`src/rtl/dmem_arbiter.sv`:
```
// Two-core round-robin arbiter in front of the single-port DataMem; responses return one cycle after grant.
// Optional ownership locking is compiled in with `define DMEM_ARB_LOCK_EN.
module dmem_arbiter #(
    parameter int ADDR_W = 8,
    parameter int DATA_W = 64
) (
    input  logic              clk,
    input  logic              rst_n,
    input  logic              c0_req,
    input  logic              c0_we,
    input  logic [ADDR_W-1:0] c0_addr,
    input  logic [DATA_W-1:0] c0_wdata,
    input  logic              c0_lock,
    output logic              c0_gnt,
    output logic              c0_rvalid,
    output logic [DATA_W-1:0] c0_rdata,
    input  logic              c1_req,
    input  logic              c1_we,
    input  logic [ADDR_W-1:0] c1_addr,
    input  logic [DATA_W-1:0] c1_wdata,
    input  logic              c1_lock,
    output logic              c1_gnt,
    output logic              c1_rvalid,
    output logic [DATA_W-1:0] c1_rdata,
    output logic              mem_wd,
    output logic [ADDR_W-1:0] mem_addr,
    output logic [DATA_W-1:0] mem_din,
    input  logic [DATA_W-1:0] mem_dout
);

    logic              rr;
    logic              sel_q;
    logic              sel;
    logic              elig0;
    logic              elig1;
    logic              win;
    logic              gnt_any;
    logic              tag_vld_p1;
    logic              tag_id_p1;
    logic [DATA_W-1:0] rdata0_q;
    logic [DATA_W-1:0] rdata1_q;

`ifdef DMEM_ARB_LOCK_EN
    logic owner_vld;
    logic owner_id;
    logic owner_req;
    logic owner_hold;
    logic win_lock;

    // An owner that has dropped req no longer blocks the other core in that same cycle.
    assign owner_req  = owner_id ? c1_req : c0_req;
    assign owner_hold = owner_vld && owner_req;
    assign elig0      = c0_req && !(owner_hold && owner_id);
    assign elig1      = c1_req && !(owner_hold && !owner_id);
    assign win_lock   = win ? c1_lock : c0_lock;
`else
    logic unused_lock;

    assign unused_lock = c0_lock ^ c1_lock;
    assign elig0       = c0_req;
    assign elig1       = c1_req;
`endif

    // Stage p0: combinational grant and memory command
    always_comb begin
        win     = (elig0 && elig1) ? rr : elig1;
        gnt_any = rst_n && (elig0 || elig1);
        sel     = gnt_any ? win : sel_q;
    end

    assign c0_gnt   = gnt_any && !win;
    assign c1_gnt   = gnt_any && win;
    assign mem_wd   = gnt_any && (win ? c1_we : c0_we);
    assign mem_addr = sel ? c1_addr : c0_addr;
    assign mem_din  = sel ? c1_wdata : c0_wdata;

    always_ff @(posedge clk) begin
        if (!rst_n) begin
            rr         <= 1'b0;
            sel_q      <= 1'b0;
            tag_vld_p1 <= 1'b0;
            tag_id_p1  <= 1'b0;
`ifdef DMEM_ARB_LOCK_EN
            owner_vld  <= 1'b0;
            owner_id   <= 1'b0;
`endif
        end else begin
            sel_q      <= sel;
            tag_vld_p1 <= gnt_any;
            tag_id_p1  <= win;
`ifdef DMEM_ARB_LOCK_EN
            if (gnt_any) begin
                if (win_lock) begin
                    owner_vld <= 1'b1;
                    owner_id  <= win;
                end else begin
                    owner_vld <= 1'b0;
                    rr        <= ~win;
                end
            end else if (owner_vld && !owner_req) begin
                owner_vld <= 1'b0;
                rr        <= ~owner_id;
            end
`else
            if (gnt_any) begin
                rr <= ~win;
            end
`endif
        end
    end

    // Stage p1: response routed to the core that owned the previous grant
    assign c0_rvalid = rst_n && tag_vld_p1 && !tag_id_p1;
    assign c1_rvalid = rst_n && tag_vld_p1 && tag_id_p1;
    assign c0_rdata  = c0_rvalid ? mem_dout : rdata0_q;
    assign c1_rdata  = c1_rvalid ? mem_dout : rdata1_q;

    always_ff @(posedge clk) begin
        if (!rst_n) begin
            rdata0_q <= '0;
            rdata1_q <= '0;
        end else begin
            if (c0_rvalid) begin
                rdata0_q <= mem_dout;
            end
            if (c1_rvalid) begin
                rdata1_q <= mem_dout;
            end
        end
    end

endmodule

```
`config.mk`:
```
export PLATFORM = sky130hd
export DESIGN_NAME = dmem_arbiter
export DESIGN_NICKNAME = d
export VERILOG_FILES = /design/src/rtl/dmem_arbiter.sv
export SDC_FILE = /design/constraint.sdc
export NUM_CORES = 1
export LEC_CHECK = 0
export CAP_MARGIN = 20
export CORE_AREA = 4 4 161 163
export DETAILED_ROUTE_END_ITERATION = 10
export DIE_AREA = 0 0 165 167
export SLEW_MARGIN = 5
export SYNTH_ARGS = -nofsm -noshare
export SYNTH_HDL_FRONTEND = slang
export SYNTH_SLANG_ARGS = --single-unit
```
`constraint.sdc`:
```
create_clock -name clk -period 2.2 [get_ports clk]
set_input_delay 0.44 -clock clk [delete_from_list [all_inputs] [get_ports clk]]
set_output_delay 0.44 -clock clk [all_outputs]
set_load 0.02 [all_outputs]
```
Word-level counts from Yosys, hierarchy flattened:

Cells that the tools add are included.

* reductions and logical operators: 11
* bitwise logic cells: 1
* muxes and demuxes: 7

Operators by type and width (number)
* $mux W64: 3
* $logic_and A1 B1 Y1: 8
* $mux W8: 1
* $mux W1: 3
* $logic_not A1 Y1: 2
* $logic_or A1 B1 Y1: 1
* $not A1 Y1: 1

* input bits: 216
* word-level logic and storage cells: 25
* output and inout bits: 205
* register bits: 132

Depth between registers and ports, before layout:

* word-level depth: 4
* depth in mapped cells: 6
* mapped depth without buffers: 3

Worst setup path before layout:

OpenSTA, ideal clock, no wires.

* path kind: input-to-output
* from: input rst_n
* to: output mem_addr[1]
* slack: 0.136 ns
* required time: 1.760 ns
* path buffers: 2
* data arrival time: 1.624 ns
* cell stages on the path: 5
* cells stage by stage: buf_4 -> nand2_1 -> a32oi_4 -> buf_6 -> mux2_2

* longest elaborated chain between the ends: 3

RTL lines
* start: declaration: line 8 `input logic rst_n,`
* $logic_and A1 B1 Y1: line 67 `gnt_any = rst_n && (elig0 || elig1);`
* $mux W1: line 68 `sel = gnt_any ? win : sel_q;`
* $mux W8: line 74 `assign mem_addr = sel ? c1_addr : c0_addr;`
* end: declaration: line 26 `output logic [ADDR_W-1:0] mem_addr,`

Every way passes these cells.

Final worst setup path:

* from: register rr
* to: output mem_din[27]

* longest elaborated chain between the ends: 3

RTL lines
* start: declaration: line 31 `logic rr;`
* start signal: assignment: line 106 `rr <= ~win;`
* $mux W1: line 66 `win = (elig0 && elig1) ? rr : elig1;`
* $mux W1: line 68
* $mux W64: line 75 `assign mem_din = sel ? c1_wdata : c0_wdata;`
* end: declaration: line 27 `output logic [DATA_W-1:0] mem_din,`

Every way passes these cells.

==> flow_summary.toml <==
[outcome]
status = "finished with violations"
violations = "setup timing"

[global_routing]
grtUsageTotal = 0.208
grt_pass1_vias = 6191
grt_pass1_wl_mm = 41.8
grt.overflow.total = 0
grt_max_degree = 67
antenna_found_initial = 12

[layout]
seq_area_um2 = 2650
drive_above_1_share = 0.526
fin_cells = 1356
multi_input_area_um2 = 3680
final_net_count = 1231
layout_commonest_cell = "buf_6"
utilization = 0.546
final_cell_mix = "buf_6 (235), clkdlybuf4s50_1 (211), mux2_4 (135)"
areaGrowthSynthToFinish_pct = 118
fillCellCount = 2141

[detailed_routing]
drc = 0
first_iter_violations = 281
wirelength_mm = 30.1
ant_nets = 0
via_per_inst = 4.31
num_vias = 5840
first_pass_iters = 4
detail_route.wl_per_cell_um = 22.2

[floorplan]
die_w_um = 165
design.core.area_um2 = 24300
ios = 421
start_util = 0.250
rows = 57
die_h_um = 167
dieArea_um2 = 27600

[critical_path]
crit_type = "reg2out"
rr_startpoint = "tag_id_p1"
cp_max_fo = 11
end_kind = "output port"
worst_r2r_endpoint = "rdata0_q[54]"
crit_path_start_kind = "register"
rrSetupSlack_ps = 490
reg2reg_depth = 8
cp.arrival_ps = 2080
critPathRequiredTime_ps = 1760

[timing]
max_clock_freq_mhz = 397
relSlewSlack = 0.641
finClkSkew_ps = 8.00
layout_min_cycle_time_ps = 2520
rsz0062_at_grt = "yes"
timing.final.ws_setup_ps = -317
slew_viol_final = 0
finalHoldViolCount = 0
tightest_slew_ps = 538
setup_viol = 157
fin_crit_sh = 1.14

[clock_network]
cts_root_buf = "clkbuf_16"
clkTransAtPathRegs_ps = 60
clockBufferDepth = 2
cts_tree = "done"
cts_buffers = 17
htree_levels = 4
insertion_delay_ps = 410
cts.sinks = 132

[min_path]
hp-start = "rst_n"
min_path_cells = 3
min_to = "rr"
hold_class = "in2reg"

[logic_synthesis]
synth.avg_cell_area_um2 = 11.8
syn_inst = 513
yosysWarnings = 0
synth_edf_count = 0
syn-cell-area_um2 = 6080
synthesis.nets = 729
seq_area_frac_synth = 0.435
ys_ff_latch = 132
synthFlopType = "dfxtp_1"
yosysUniqueCellTypes = 17
synthArstFlopShare = 0

[place]
post-place-ws_ps = -916
portBuffers = 418
place_inst = 1234
place_hpwl_mm = 21.0
place_congestion = 0.852

[pwr]
leakagePower_nw = 6.28
ir_drop_v = 0.000422
powerDensity_nw_per_um2 = 575

[flow_run]
maxCapViolCount = 0
==> state kept, by name, summed over array words and instances, names as in the netlist, named ones only <==
register,flops
rr,1
tag_vld_p1,1
tag_id_p1,1
rdata0_q,64
rdata1_q,64
==> cell usage after synthesis (2+ instances only) <==
master,instances,area (µm²)
nor2_1,3,11.3
mux2_2,200,2250
and3_1,2,12.5
and2_1,128,801
dfxtp_1,132,2640
buf_2,4,20.0
clkbuf_1,14,52.6
buf_6,17,191
a21oi_1,2,10.0
inv_1,3,11.3
nand2b_1,2,12.5
==> cells by family after synthesis <==
group	synth area share
mux	0.371
flops	0.435
compound gates	0.00762
simple gates	0.140
buf+inv	0.0465
==> routing by layer <==
metal	share of wire	global-route usage	vias up	wire length [µm]
li1	-	-	2767	-
met1	0.36	0.221	2761	10900
met2	0.52	0.377	239	15600
met3	0.10	0.0890	53	3000
met4	0.018	0.0510	20	536
met5	0.0040	0	-	119
==> worst max-delay path, cell delays in order (launching register included) <==
cell             delay (ps)
dfxtp_2                 330
nand2b_4                150
a32oi_4                 300
buf_6                   150
buf_12                  130
mux2_2                  330
clkdlybuf4s15_2         270
==> power by group <==
group | internal [mW] | switching, mW | leakage [nW]
clock network | 1.72 | 1.14 | 0.283
registers | 2.46 | 0.0188 | 1.07
logic | 1.37 | 0.921 | 4.92
==> what timing repair did <==
action | CTS | global route
gates resized for setup | 1191 | 263
setup endpoints to repair | 204 | 200
buffers inserted | 55 | 22
hold buffers | 0 | 0
cloned | 20 | 4
endpoints found under the hold margin | 0 | 0
pin swaps | 2 | 1
==> worst max path at each step <==
stage	startpoint	endpoint	slack (ps)	cells after the start
after global routing	rr	mem_din[27]	-380	6
final	rr	mem_din[27]	-320	6
after detailed placement	c0_req	mem_din[27]	-920	6
after global placement	c0_req	mem_din[27]	-900	6
after floorplan	rst_n	mem_addr[1]	140	5
after CTS	rr	mem_din[2]	-350	7
==> layout make-up <==
cell class | instances | share of cell area
Timing Repair Buffer | 519 | 0.446
Multi-Input combinational cell | 342 | 0.278
Sequential cell | 132 | 0.199
Clock buffer | 19 | 0.0334
Tap cell | 324 | 0.0306
Clock inverter | 13 | 0.0111
Inverter | 3 | 0.000849
Antenna cell | 4 | 0.000755
==> metrics by stage <==
step | hold WS, ps | area, µm² | TNS (ps) | total power, mW
3_5_place_dp | 565 | 10600 | -96460 | 4.31
5_1_grt | 354 | 13300 | -39270 | 7.93
4_1_cts | 334 | 12400 | -33860 | 7.51
6_report | 358 | 13300 | -27300 | 7.63
2_1_floorplan | 456 | 6080 | 0 | 3.31
3_3_place_gp | 559 | 10600 | -95960 | 4.31
Note: power is estimated with default switching activity, not from simulation.
